[src/rtl/ft_pkg.sv]
// Shared definitions for the FT2232H synchronous FIFO transmit engine.
//   FT_BYTE_W      width of the device data bus
//   FT_CNT_W       width of the transferred-byte counter
//   flush_state_t  states of the send-immediate (SIWU#) flush FSM
package ft_pkg;

  localparam int FT_BYTE_W = 8;
  localparam int FT_CNT_W  = 32;

  typedef enum logic [1:0] {
    FL_IDLE  = 2'd0,
    FL_ARMED = 2'd1,
    FL_PULSE = 2'd2
  } flush_state_t;

endpackage

[src/rtl/ft_sync_fifo.sv]
// Single-clock word FIFO with first-word-fall-through read data.
// Ports:
//   clk, rst_n   clock, asynchronous active-low reset (pointers/level only)
//   wr_en        push wr_data (ignored while full)
//   wr_data      word to push
//   rd_en        pop the head word (ignored while empty)
//   rd_data      current head word, valid whenever empty=0
//   level        number of words stored, 0..DEPTH
//   full, empty  level==DEPTH / level==0
module ft_sync_fifo #(
  parameter int WIDTH = 8,
  parameter int DEPTH = 16
) (
  input  logic                     clk,
  input  logic                     rst_n,
  input  logic                     wr_en,
  input  logic [WIDTH-1:0]         wr_data,
  input  logic                     rd_en,
  output logic [WIDTH-1:0]         rd_data,
  output logic [$clog2(DEPTH):0]   level,
  output logic                     full,
  output logic                     empty
);

  localparam int AW = $clog2(DEPTH);
  localparam int LW = AW + 1;

  logic [WIDTH-1:0] mem [DEPTH];
  logic [AW-1:0]    wr_ptr;
  logic [AW-1:0]    rd_ptr;
  logic [LW-1:0]    count;
  logic             push;
  logic             pop;

  assign full    = (count == LW'(DEPTH));
  assign empty   = (count == '0);
  assign push    = wr_en & ~full;
  assign pop     = rd_en & ~empty;
  assign level   = count;
  assign rd_data = mem[rd_ptr];

  // Storage needs no reset; only the pointers decide what is valid.
  always_ff @(posedge clk) begin
    if (push) mem[wr_ptr] <= wr_data;
  end

  // DEPTH is a power of two, so the pointers wrap naturally.
  always_ff @(posedge clk or negedge rst_n) begin
    if (!rst_n) begin
      wr_ptr <= '0;
      rd_ptr <= '0;
      count  <= '0;
    end else begin
      if (push) wr_ptr <= wr_ptr + 1'b1;
      if (pop)  rd_ptr <= rd_ptr + 1'b1;
      case ({push, pop})
        2'b10:   count <= count + 1'b1;
        2'b01:   count <= count - 1'b1;
        default: count <= count;
      endcase
    end
  end

endmodule

[src/rtl/ft_sync_tx.sv]
// Transmit engine for the FT2232H 245-style synchronous FIFO interface.
// Buffers IN_BYTES-wide words, serialises them LSB-first onto the device
// data bus under control of TXE#, and pulses SIWU# after FLUSH_IDLE idle
// cycles so short packets are pushed out of the device buffer.
// Ports:
//   comm_clk   60 MHz device clock, all logic on its rising edge
//   rst_n      asynchronous active-low reset
//   in_data    input word, byte 0 in bits [7:0]
//   in_valid   in_data valid
//   in_ready   buffer can accept a word
//   txe        device TXE#, 0 = device can take a byte
//   data       byte presented to the device
//   wr         device WR#, active low (combinational in txe)
//   siwu       device SIWU#, active-low one-cycle pulse
//   level      words held in the buffer (not counting the serialiser)
//   tx_count   bytes transferred, wraps modulo 2^32
module ft_sync_tx
  import ft_pkg::*;
#(
  parameter int IN_BYTES   = 1,
  parameter int DEPTH      = 16,
  parameter int FLUSH_IDLE = 64
) (
  input  logic                         comm_clk,
  input  logic                         rst_n,
  input  logic [IN_BYTES*FT_BYTE_W-1:0] in_data,
  input  logic                         in_valid,
  output logic                         in_ready,
  input  logic                         txe,
  output logic [FT_BYTE_W-1:0]         data,
  output logic                         wr,
  output logic                         siwu,
  output logic [$clog2(DEPTH):0]       level,
  output logic [FT_CNT_W-1:0]          tx_count
);

  localparam int WORD_W = IN_BYTES * FT_BYTE_W;
  localparam int IDX_W  = (IN_BYTES > 1) ? $clog2(IN_BYTES) : 1;
  localparam logic [IDX_W-1:0]    LAST_IDX = IDX_W'(IN_BYTES - 1);
  localparam logic [FT_CNT_W-1:0] FL_LAST  =
    FT_CNT_W'((FLUSH_IDLE > 0) ? (FLUSH_IDLE - 1) : 0);

  function automatic logic [FT_BYTE_W-1:0] byte_of(
    input logic [WORD_W-1:0] w,
    input logic [IDX_W-1:0]  i
  );
    logic [WORD_W-1:0] s;
    s = w >> (int'(i) * FT_BYTE_W);
    return s[FT_BYTE_W-1:0];
  endfunction

  logic [WORD_W-1:0]    head;
  logic                 fifo_full;
  logic                 fifo_empty;
  logic                 accept;
  logic                 load;
  logic                 xfer;
  logic                 last_byte;
  logic                 idle;

  logic [WORD_W-1:0]    word_q;
  logic [IDX_W-1:0]     idx;
  logic                 byte_valid;
  logic [FT_BYTE_W-1:0] data_q;

  flush_state_t         fl_state;
  flush_state_t         fl_state_d;
  logic [FT_CNT_W-1:0]  idle_cnt;
  logic [FT_CNT_W-1:0]  idle_cnt_d;
  logic                 siwu_q;

  assign in_ready  = ~fifo_full;
  assign accept    = in_valid & ~fifo_full;
  assign xfer      = byte_valid & ~txe;
  assign wr        = ~xfer;
  assign last_byte = (idx == LAST_IDX);
  // Load into an empty serialiser, or reload straight after the last byte
  // so that back-to-back words stream with no bubble.
  assign load      = ~fifo_empty & (~byte_valid | (xfer & last_byte));
  assign idle      = ~byte_valid & fifo_empty;
  assign data      = data_q;
  assign siwu      = siwu_q;

  ft_sync_fifo #(
    .WIDTH (WORD_W),
    .DEPTH (DEPTH)
  ) u_fifo (
    .clk     (comm_clk),
    .rst_n   (rst_n),
    .wr_en   (accept),
    .wr_data (in_data),
    .rd_en   (load),
    .rd_data (head),
    .level   (level),
    .full    (fifo_full),
    .empty   (fifo_empty)
  );

  // Serialiser and byte counter; data_q holds its value while no byte is valid.
  always_ff @(posedge comm_clk or negedge rst_n) begin
    if (!rst_n) begin
      word_q     <= '0;
      idx        <= '0;
      byte_valid <= 1'b0;
      data_q     <= '0;
      tx_count   <= '0;
    end else begin
      if (xfer) tx_count <= tx_count + 1'b1;
      if (load) begin
        word_q     <= head;
        idx        <= '0;
        byte_valid <= 1'b1;
        data_q     <= head[FT_BYTE_W-1:0];
      end else if (xfer) begin
        if (!last_byte) begin
          idx    <= idx + 1'b1;
          data_q <= byte_of(word_q, idx + 1'b1);
        end else begin
          byte_valid <= 1'b0;
        end
      end
    end
  end

  // Flush FSM: the idle counter only runs while nothing is buffered or held.
  always_comb begin
    fl_state_d = fl_state;
    idle_cnt_d = idle_cnt;
    case (fl_state)
      FL_IDLE: begin
        if ((FLUSH_IDLE != 0) && xfer) begin
          fl_state_d = FL_ARMED;
          idle_cnt_d = '0;
        end
      end
      FL_ARMED: begin
        if (xfer || !idle) begin
          idle_cnt_d = '0;
        end else if (idle_cnt == FL_LAST) begin
          fl_state_d = FL_PULSE;
          idle_cnt_d = '0;
        end else begin
          idle_cnt_d = idle_cnt + 1'b1;
        end
      end
      FL_PULSE: begin
        idle_cnt_d = '0;
        fl_state_d = xfer ? FL_ARMED : FL_IDLE;
      end
      default: begin
        fl_state_d = FL_IDLE;
        idle_cnt_d = '0;
      end
    endcase
  end

  always_ff @(posedge comm_clk or negedge rst_n) begin
    if (!rst_n) begin
      fl_state <= FL_IDLE;
      idle_cnt <= '0;
      siwu_q   <= 1'b1;
    end else begin
      fl_state <= fl_state_d;
      idle_cnt <= idle_cnt_d;
      siwu_q   <= (fl_state_d != FL_PULSE);
    end
  end

endmodule

[config.mk]
export PLATFORM = sky130hd
export DESIGN_NAME = ft_sync_tx
export DESIGN_NICKNAME = d
export VERILOG_FILES = /design/src/rtl/ft_pkg.sv /design/src/rtl/ft_sync_fifo.sv /design/src/rtl/ft_sync_tx.sv
export SDC_FILE = /design/constraint.sdc
export NUM_CORES = 1
export LEC_CHECK = 0
export ABC_AREA = 1
export CORE_MARGIN = 1
export CORE_UTILIZATION = 29
export DETAILED_ROUTE_END_ITERATION = 8
export DONT_BUFFER_PORTS = 1
export GPL_TIMING_DRIVEN = 0
export SYNTH_ARGS = -nofsm -noshare
export SYNTH_HDL_FRONTEND = slang
export SYNTH_SLANG_ARGS = --single-unit
[constraint.sdc]
create_clock -name comm_clk -period 2.3 [get_ports comm_clk]
set_input_delay 0.46 -clock comm_clk [delete_from_list [all_inputs] [get_ports comm_clk]]
set_output_delay 0.46 -clock comm_clk [all_outputs]
set_load 0.05 [all_outputs]
== Word level (Yosys, flattened, before mapping) ==
Memory sizes are Yosys's and may differ from the RTL's.
Cells that the tools add are included.

* Add/subtract/negate cells: 7
* Multiply operators: 0
* Divide/modulo/power cells: 0
* Magnitude comparators: 0
* Eq/ne operators: 9
* Shift-type cells: 1
* Multiplexer cells: 21
* Bitwise logic cells: 14
* Reductions and logical operators: 9

{| class="wikitable"
|+ Operators with widths
! cell !! count
|-
| 32-bit two-way mux || 3
|-
| 32-bit by 1-bit adder with 32-bit output, second input constant || 2
|-
| 32-bit case mux with 2 select lines || 1
|-
| 32-bit by 6-bit == test with 1-bit output, second input constant || 1
|-
| 8-bit two-way mux || 3
|-
| 5-bit case mux with 2 select lines || 1
|-
| 1-bit two-way mux || 9
|-
| 4-bit by 1-bit adder with 4-bit output, second input constant || 2
|-
| 8-bit by 4-bit >> shifter with 8-bit output || 1
|-
| 1-bit AND || 7
|-
| 2-bit two-way mux || 3
|-
| 1-bit NOT || 6
|-
| 2-bit case mux with 3 select lines || 1
|-
| 2-bit nonzero test || 3
|-
| 5-bit by 1-bit adder with 5-bit output, second input constant || 1
|-
| 5-bit == test, second input constant || 1
|-
| 5-bit zero test || 1
|-
| 5-bit by 1-bit subtractor with 5-bit output, second input constant || 1
|-
| 2-bit by 1-bit == test with 1-bit output, second input constant || 2
|-
| 2-bit == test, second input constant || 2
|-
| 2-bit inequality test, second input constant || 2
|-
| 2-bit AND reduction || 2
|-
| 2-bit zero test || 1
|-
| 2-bit by 1-bit inequality test with 1-bit output, second input constant || 1
|-
| other kinds (4) || 4
|}

* Flip-flop bits (word level): 98
* Bits in latches: 0
* RAM bits: 128
* ROM bits: 0
* Bits of input ports: 12
* Output and inout port bits: 48
* Word-level logic and storage cells: 73
* Memories: 1

{| class="wikitable"
|+ Memory list
! memory !! depth !! bits a word !! rd ports !! clocked after memory_dff !! wr ports !! line !! source
|-
| u_fifo.mem || 16 || 8 || 1 || 0 || 1 || ft_sync_fifo.sv:28 || <nowiki>logic [WIDTH-1:0] mem [DEPTH];</nowiki>
|}

== Longest topological paths before layout ==
Gate-level depths: netlist of run 1.

* Depth in word-level cells: 8
* Depth in mapped cells: 15
* Gate-level depth less buffers: 14

== Hierarchy ==
Synthesis of run 1 repeated with hierarchy kept, for this count alone.

* Cells, all modules: 1208
* Area, all modules: 10610.2 um2

{| class="wikitable"
|+ Modules (own cells, without submodules)
! module !! instances !! cells an instance !! area an instance (um2) !! seq. area each (um2)
|-
| ft_sync_fifo || 1 || 621 || 6236.0 || 4169.0
|-
| ft_sync_tx || 1 || 587 || 4374.2 || 1903.1
|}

== Worst setup path before layout of run 1 ==
Ideal clock, no wire load.

* Path kind: register to register
* From: register u_fifo.count[1] (netlist: u_fifo.level[1])
* To: register u_fifo.count[4] (netlist: u_fifo.level[4])
* Setup time: 0.118 ns
* Arrival: 2.748 ns
* Data required time: 2.182 ns
* Path slack: -0.566 ns
* Cell stages (with the launch flop): 14
* Buffers on the path: 0
* Clock period less this slack: 2.866 ns
* Cells stage by stage: dfrtp_1 inv_1 nand4_1 nand2_1 ha_1 inv_1 fa_1 inv_1 a21oi_1 nor2_1 nor2_1 xor2_1 nand2_1 nand2_1

* Longest elaborated chain between the ends: 6
* Elaborated cells between the ends (all ways): 14
* Those cells by class: add/sub: 2; eq/ne: 3; mux: 1; bitwise: 6; reduce/logical: 2

{| class="wikitable"
|+ RTL lines
! item !! line !! source
|-
| from (decl) || ft_sync_fifo.sv:31 || <nowiki>logic [LW-1:0] count;</nowiki>
|-
| from (signal assigned) || ft_sync_fifo.sv:57 || <nowiki>2'b10: count <= count + 1'b1;</nowiki>
|-
| from (signal assigned) || ft_sync_fifo.sv:58 || <nowiki>2'b01: count <= count - 1'b1;</nowiki>
|-
| from (signal assigned) || ft_sync_fifo.sv:59 || <nowiki>default: count <= count;</nowiki>
|-
| 5-bit == test (*) || ft_sync_fifo.sv:35 || <nowiki>assign full = (count == LW'(DEPTH));</nowiki>
|-
| 1-bit NOT (*) || n/a ||
|-
| named net in_ready || ft_sync_tx.sv:28 || <nowiki>output logic in_ready,</nowiki>
|-
| 1-bit AND || ft_sync_tx.sv:73 || <nowiki>assign accept = in_valid & ~fifo_full;</nowiki>
|-
| 1-bit AND (*) || ft_sync_fifo.sv:37 || <nowiki>assign push = wr_en & ~full;</nowiki>
|-
| 2-bit by 1-bit == test with 1-bit output or 2-bit == test (tied branches) || ft_sync_fifo.sv:56 || <nowiki>case ({push, pop})</nowiki>
|-
| 5-bit case mux with 2 select lines or 2-bit nonzero test (tied branches) || n/a ||
|}

The timed path passes the listed nets; every way through them passes the cells marked *.
A chain may end at the register's enable or synchronous reset.

== Worst setup path in the final report of run 1 ==
* From: register u_fifo.count[3] (netlist: u_fifo.level[3])
* To: register u_fifo.count[4] (netlist: u_fifo.level[4])

Same word-level chain as after synthesis.

==> summary.txt, run 1 <==
Drt
  – First-pass DRT Iterations: 5
  – DR iter-0 viols: 590
  – Post-route ant nets: 0
  – DRC viols: 0
  – Routed wire length: 25.9 mm
  – Per-cell routed wire length: approximately 16 um
  – Routed vias: about 7,600
  – Vias per inst: between 4 and 5

Critical path
  – Crit path required time: about 2700 ps
  – Crit-path max FO: 4
  – Worst EP arrival: around 3200 ps
  – Critical Path Source Type: flip-flop
  – Worst setup EP type: flip-flop
  – Kind of critical path: reg -> reg

Layout
  – Fin util: around 34%
  – Syn-to-layout area delta: 16.2%
  – Antenna Cells: 0
  – # fillers: about 3,500
  – Reg area: 6080 um2
  – Non-Filler Instances: about 1,700
  – Fraction of layout cells with a size suffix above 1: between 10% and 20%
  – Final net count: around 1,200
  – Area occupied by multi-input gates: approximately 4000 um2
  – Final Cell Area: around 12,000 um2

Clock tree
  – H-Tree Depth: 1
  – Root Buffer: clkbuf_16
  – Bufs on Longest Clock Path: 3
  – Clk slew on worst S/H paths: around 70 ps
  – CTS tree: built
  – Sinks on Clock Net: ~220
  – Inserted Clock Buffers: 24
  – Clk_lat worst skew: between 500 and 600 ps

STA
  – Tmin final: about 2800 ps
  – Final Hold Viols: between 80 and 90
  – RSZ-0062 raised after global routing: true
  – Final Worst Setup Slack: -512 ps
  – Slew headroom: around half
  – Post-Route Setup TNS: -48,280 ps
  – Slew Viols, Final: 0
  – Setup violators final: between 100 and 150
  – Fmax: about 0.36 GHz
  – Final setup skew: roughly 18 ps
  – Period utilization: 122%
  – Hold Slack: -365 ps
  – Worst Tran Pin Value: 768 ps

Outcome
  – Status: complete, but fails checks
  – Failing checks: hold timing, setup timing

Yosys
  – Ys async rst share: approximately two fifths
  – Top post-synthesis cells by area: edfxtp_1, dfrtp_1, nand2_1
  – Mapped Area: between 10,000 and 15,000 um2
  – Post-synth top cells: nand2_1, nor2_1, edfxtp_1
  – Most numerous cell in the Yosys netlist: nand2_1
  – Seq cells post-synth: between 200 and 250
  – Yosys top cell area share: between 30 and 40%
  – Post-synthesis cell type count: 33
  – Main synth FF type: edfxtp_1
  – Gate count after technology mapping: between 1,000 and 1,500
  – EDFF count, synth: approximately 130
  – Synthesized area per cell: between 8 and 9 um2
  – Synth Net Count: around 1,200
  – Largest area contributor in the netlist: edfxtp_1
  – Syn. warnings: 0
  – Post-synthesis sequential area ratio: about three fifths

Placement
  – Buffers on Ports: 0
  – Detailed Place HPWL: about 18 mm
  – Placed cells: around 1,600
  – Pre-CTS setup slack: -708 ps
  – Routability congestion estimate: 0.897
  – Cell Area, Placed: around 11,000 um2

Global routing
  – Largest net degree at the start of global routing: 90
  – Total grt overflow: 0
  – Vias in the first global route: about 7,600
  – First-pass GRT wire length: just over 40 mm
  – Initial antenna violation count: 0
  – Overall routing resource usage: about 15%

Pwr
  – Leak: 4.89 nW
  – Overall Power: roughly 13 mW
  – VDD IR-drop max: roughly 460 uV
  – PwrDens: around 1100 nW/um2

Floorplanning
  – Die Footprint: roughly 36,000 um2
  – # IOs: 60
  – Core ar.: around 35,000 um2
  – Site Rows: 68
  – Die W: 190 um
  – Initial core utilization: between 20 and 30%
  – Height of the die: approximately 190 um

Run
  – # Max-Cap Violations: 0

Min path
  – Hold Path Class: in -> async
[layer usage]
metal	GRT usage, %	wire (um)	up-vias
met2	24.5	12300	199
li1	-	-	3780
met3	2.76	1620	43
met4	4.86	724	0
met1	18.7	11200	3611
met5	0	0	-
[repair_timing]
item,CTS,global route
buffers inserted,11,4
hold endpoints to repair,89,89
gates resized for setup,32,10
endpoints found under the setup margin,135,157
pin swaps,9,3
[logic make-up after synthesis]
logic type / after synthesis / synth area share, %
AND/OR/NAND/NOR: 722 / 29.0
adder cells (fa/ha/maj): 12 / 1.53
flip-flops: 217 / 59.1
XOR/XNOR: 46 / 3.92
AO/OA/AOI/OAI: 34 / 1.69
buffers and inverters: 120 / 4.77
[cell usage in the layout (no fill, tap or decap), drive strengths merged]
cell type / netlist / layout
fa: 1 / 1
clkbuf: 11 / 40
or2: 1 / 1
inv: 83 / 82
xnor2: 19 / 19
clkinv: 3 / 13
a31oi: 1 / 1
nand2: 417 / 417
nand3b: 3 / 3
a21oi: 2 / 2
dfstp: 1 / 1
nand4: 20 / 20
edfxtp: 128 / 128
nor2: 184 / 184
xor2: 27 / 27
dfrtp: 88 / 88
buf: 23 / 36
nand3: 93 / 93
a21boi: 1 / 1
bufinv: 0 / 1
nor4: 1 / 1
nor3: 3 / 3
clkinvlp: 0 / 4
o21ai: 30 / 30
ha: 11 / 11
[layout make-up]
| class | count | area share (%) |
|---|---|---|
| buffer | 33 | 1.37 |
| clock buffer | 30 | 5.30 |
| clock inverter | 14 | 0.901 |
| inverter | 86 | 2.74 |
| multi-input combinational | 814 | 32.9 |
| sequential | 217 | 51.0 |
| tap | 455 | 4.77 |
| timing repair buffer | 13 | 1.05 |
[flip-flops by register name, summed over array words and instances, names as in the netlist]
name and flops:
fl_state 2, data 8, u_fifo.level 5, idle_cnt 32, byte_valid 1, u_fifo.rd_ptr 4, siwu 1, tx_count 32
u_fifo.mem 128, u_fifo.wr_ptr 4
[critical path, stage by stage, from the launching register on]
cell and delay (ps):
dfrtp_4 580, nor2_4 140, nand4_1 600, nand2_2 320
ha_4 190, inv_2 40, fa_2 320, inv_2 60
a21oi_1 60, nor2_1 90, nor2_1 60, xor2_1 130
nand2_1 60, nand2_1 40
[report_power, final]
group | switching, mW | internal [mW] | leakage, nW
clock | 1.59 | 2.07 | 0.354
combinational | 2.48 | 1.18 | 2.22
sequential | 1.04 | 4.62 | 2.32
[path summary, 6_finish.rpt]
check | slack, ps | cells after the start | end | startpoint
hold / removal | -360 | 0 | data[3] | rst_n
setup / recovery | -510 | 13 | u_fifo.level[4] | u_fifo.level[3]
max in group asynchronous | 2480 | 0 | siwu | rst_n
setup reg to reg | -510 | 13 | u_fifo.level[4] | u_fifo.level[3]
hold reg to reg | 500 | 1 | fl_state[0] | fl_state[0]
min in group comm_clk | 30 | 0 | u_fifo.mem[11][7] | in_data[7]
Power figures use the tool's default switching activity.
==> run 2, diff against run 1 <==
Settings changed: CAP_MARGIN set to 20.
==> results of run 2 <==
Same layout as run 1: the final DEF is identical, and so are final timing and power.
==> run 3, diff against run 2 <==
Settings changed: ABC_AREA 1 to 0.
==> run 3 against run 2 <==
Effect of this change:
- the run still ends with hold timing, setup timing left
- power is 5.5% lower
- first-iteration DRC count shrank 43%
- synthesized area is 9.7% lower
- register-to-register slack worse by 110 ps
- non-clock buffer count stayed put
==> summary.txt, run 3 <==
STA
  – Tmin final: 2920 ps (+107 ps)
  – Hold Slack: -359 ps (+5.77 ps)
  – Final Hold Viols: 89 (unchanged)
  – Setup violators final: 4 (-97%)
  – Worst Tran Pin Value: 732 ps (-35.7 ps)
  – Slew Viols, Final: 0 (unchanged)
  – RSZ-0062 raised after global routing: true
  – Final Worst Setup Slack: -619 ps (-107 ps)
  – Final setup skew: 31.1 ps (+12.8 ps)
  – Fmax: 0.343 GHz (-3.7%)
  – Slew headroom: 50.8% (+2.2 points)
  – Period utilization: 127% (+4.7 points)
  – Post-Route Setup TNS: -1240 ps (+47,040 ps)

Clock tree
  – Clk slew on worst S/H paths: 60 ps (about the same)
  – CTS tree: built
  – Root Buffer: clkbuf_16
  – Bufs on Longest Clock Path: 3 (unchanged)
  – Clk_lat worst skew: 530 ps (about the same)
  – Sinks on Clock Net: 217 (unchanged)
  – H-Tree Depth: 1 (unchanged)
  – Inserted Clock Buffers: 22 (-8.3%)

Critical path
  – Kind of critical path: reg -> reg
  – R2R Path End: u_fifo.level[4]
  – Crit-path max FO: 5 (+1)
  – Worst setup EP type: flip-flop
  – Most used cell, CP: inv_4
  – Worst EP arrival: 3300 ps (+80 ps)
  – Critical Path Source Type: flip-flop
  – R2R cell count: 12 (-1)
  – RR Startpoint: u_fifo.level[2]
  – Buf/Inv on CP: 2 (unchanged)
  – R2r setup slk: -620 ps (-110 ps)
  – Crit path required time: 2680 ps (-30 ps)
  – Crit path max-delay cell type: dfrtp_4
  – Max stage delay on crit path: 590 ps (about the same)
  – Critical path cell sequence: nor4_4, nand2_4, and2_4, inv_4, ha_4, inv_4, fa_2, nor2b_1, o21ai_1, nand3_1, or3b_4, xnor2_1
  – Cell family with most CP delay: simple AND/OR/NAND/NOR gates

Yosys
  – Largest area contributor in the netlist: edfxtp_1
  – Synth Net Count: 671 (-43%)
  – Main synth FF type: edfxtp_1
  – Post-synthesis sequential area ratio: 65.4% (+6.3 points)
  – Seq cells post-synth: 217 (unchanged)
  – Post-synth top cells: edfxtp_1, dfrtp_1, nand2_1
  – EDFF count, synth: 128 (unchanged)
  – Synthesized area per cell: 14.3 um2 (+61%)
  – Ys async rst share: 41.0% (unchanged)
  – Mapped Area: 9280 um2 (-9.7%)
  – Gate count after technology mapping: 647 (-44%)
  – Syn. warnings: 0 (unchanged)
  – Top post-synthesis cells by area: edfxtp_1, dfrtp_1, mux4_2
  – Yosys top cell area share: 41.4% (+4.0 points)
  – Most numerous cell in the Yosys netlist: edfxtp_1
  – Post-synthesis cell type count: 52 (+58%)

Drt
  – Vias per inst: 4.72 (+2.8%)
  – Post-route ant nets: 0 (unchanged)
  – Per-cell routed wire length: 17.8 um (+14%)
  – First-pass DRT Iterations: 4 (-1)
  – DR iter-0 viols: 339 (-43%)
  – Routed wire length: 19.8 mm (-24%)
  – Routed vias: 5,244 (-31%)
  – DRC viols: 0 (unchanged)

Global routing
  – Total grt overflow: 0 (unchanged)
  – Initial antenna violation count: 0 (unchanged)
  – Overall routing resource usage: 12.1% (-2.5 points)
  – Vias in the first global route: 5,350 (-30%)
  – First-pass GRT wire length: 31.0 mm (-25%)
  – Largest net degree at the start of global routing: 90 (unchanged)

Layout
  – Largest register FFs: 128 (unchanged)
  – Register with the most flip-flops: u_fifo.mem
  – Syn-to-layout area delta: 19.2%
  – Non-Filler Instances: 1,111 (-33%)
  – Final Cell Area: 11,100 um2 (-7.3%)
  – Final net count: 717 (-41%)
  – Top Registers: u_fifo.mem (128), idle_cnt (32), tx_count (32)
  – Most frequent cells in the layout: edfxtp_1, dfrtp_1, nand2_1
  – Antenna Cells: 0 (unchanged)
  – Fin util: 35.1% (+0.67 points)
  – Leading cell type in the layout, fill and taps excluded: edfxtp_1
  – # fillers: 3,043 (-14%)
  – Fraction of layout cells with a size suffix above 1: 23.8% (+13 points)

Placement
  – Detailed Place HPWL: 12.7 mm (-30%)
  – Placed cells: 1,051 (-35%)
  – Buffers on Ports: 0 (unchanged)
  – Routability congestion estimate: 0.756 (-16%)
  – Pre-CTS setup slack: -993 ps (-285 ps)
  – Cell Area, Placed: 9890 um2 (-9.4%)

Run
  – # Max-Cap Violations: 0 (unchanged)

Floorplanning
  – Height of the die: 181 um (-4.9%)
  – Die Footprint: 32,700 um2 (-9.6%)
  – Die W: 181 um (-4.9%)
  – Site Rows: 65 (-4.4%)
  – Core ar.: 31,600 um2 (-9.1%)
  – # IOs: 60 (unchanged)
  – Initial core utilization: 29.4% (-0.18 points)

Outcome
  – Failing checks: hold timing, setup timing
  – Status: complete, but fails checks

Min path
  – Hold Path Class: in -> async

Pwr
  – VDD IR-drop max: 710 uV (+55%)
  – Leak: 3.97 nW (-19%)
  – PwrDens: 1110 nW/um2 (+2.0%)
  – Overall Power: 12.3 mW (-5.5%)
==> run 3: cell types whose count changed after synthesis, moves of 18 or more <==
cell | before | now
xnor2_1 | 19 | 37
nand2_1 | 412 | 60
inv_1 | 80 | 12
mux4_2 | 0 | 30
nor2_1 | 175 | 47
nand3_1 | 91 | 25
==> run 3: layout make-up <==
class,instances,area [um2],share of cell area [%]
plain buffers,23,134,1.21
clock buffers,35,649,5.87
clock inverters,5,100,0.905
inverters,13,60.1,0.543
multi-input cells,393,3290,29.7
flip-flops and latches,217,6110,55.2
well taps,402,503,4.55
repair buffers,23,218,1.97
==> run 3: worst max path at each step <==
stage	start	endpoint	slack (ps)	depth (start not counted)
5_1_grt	u_fifo.level[2]	u_fifo.level[4]	-730	12
4_1_cts	u_fifo.level[1]	u_fifo.level[4]	-630	12
6_report	u_fifo.level[2]	u_fifo.level[4]	-620	12
3_5_place_dp	u_fifo.level[2]	u_fifo.level[4]	-990	11
3_3_place_gp	u_fifo.level[2]	u_fifo.level[4]	-980	11
2_1_floorplan	u_fifo.level[2]	u_fifo.level[4]	-570	13
==> run 3: cell families (layout without fill, tap and decap cells) <==
family	Yosys count	after routing	share of synthesized area, %
AO/OA/AOI/OAI	47	47	3.37
multiplexers	51	51	9.65
adder cells (fa/ha/maj)	12	12	1.70
AND/OR/NAND/NOR	221	221	12.2
XOR/XNOR	62	62	5.85
buffers and inverters	37	99	1.81
flip-flops	217	217	65.4
==> run 3: repair_timing <==
action / in CTS / in global routing
endpoints found under the setup margin: 140 / 117
gates resized for setup: 54 / 21
setup buffers: 8 / 8
pin swaps: 9 / 16
gates cloned: 0 / 0
endpoints found under the hold margin: 89 / 103
==> run 3: power breakdown <==
group / total [mW] / internal [mW] / switching (mW) / leakage, nW
clock: 3.67 / 2.17 / 1.49 / 0.364
sequential: 5.61 / 4.64 / 0.973 / 2.30
combinational: 2.99 / 1.37 / 1.62 / 1.31
total: 12.3 / 8.18 / 4.09 / 3.97
==> run 3: layer usage <==
layer  track usage, %  wire (um)  vias to the layer above
li1                 -          -                     2492
met1             16.4       8590                     2591
met2             19.4       9320                      134
met3             2.90       1530                       27
met4             2.94        371                        0
met5                0          0                        -
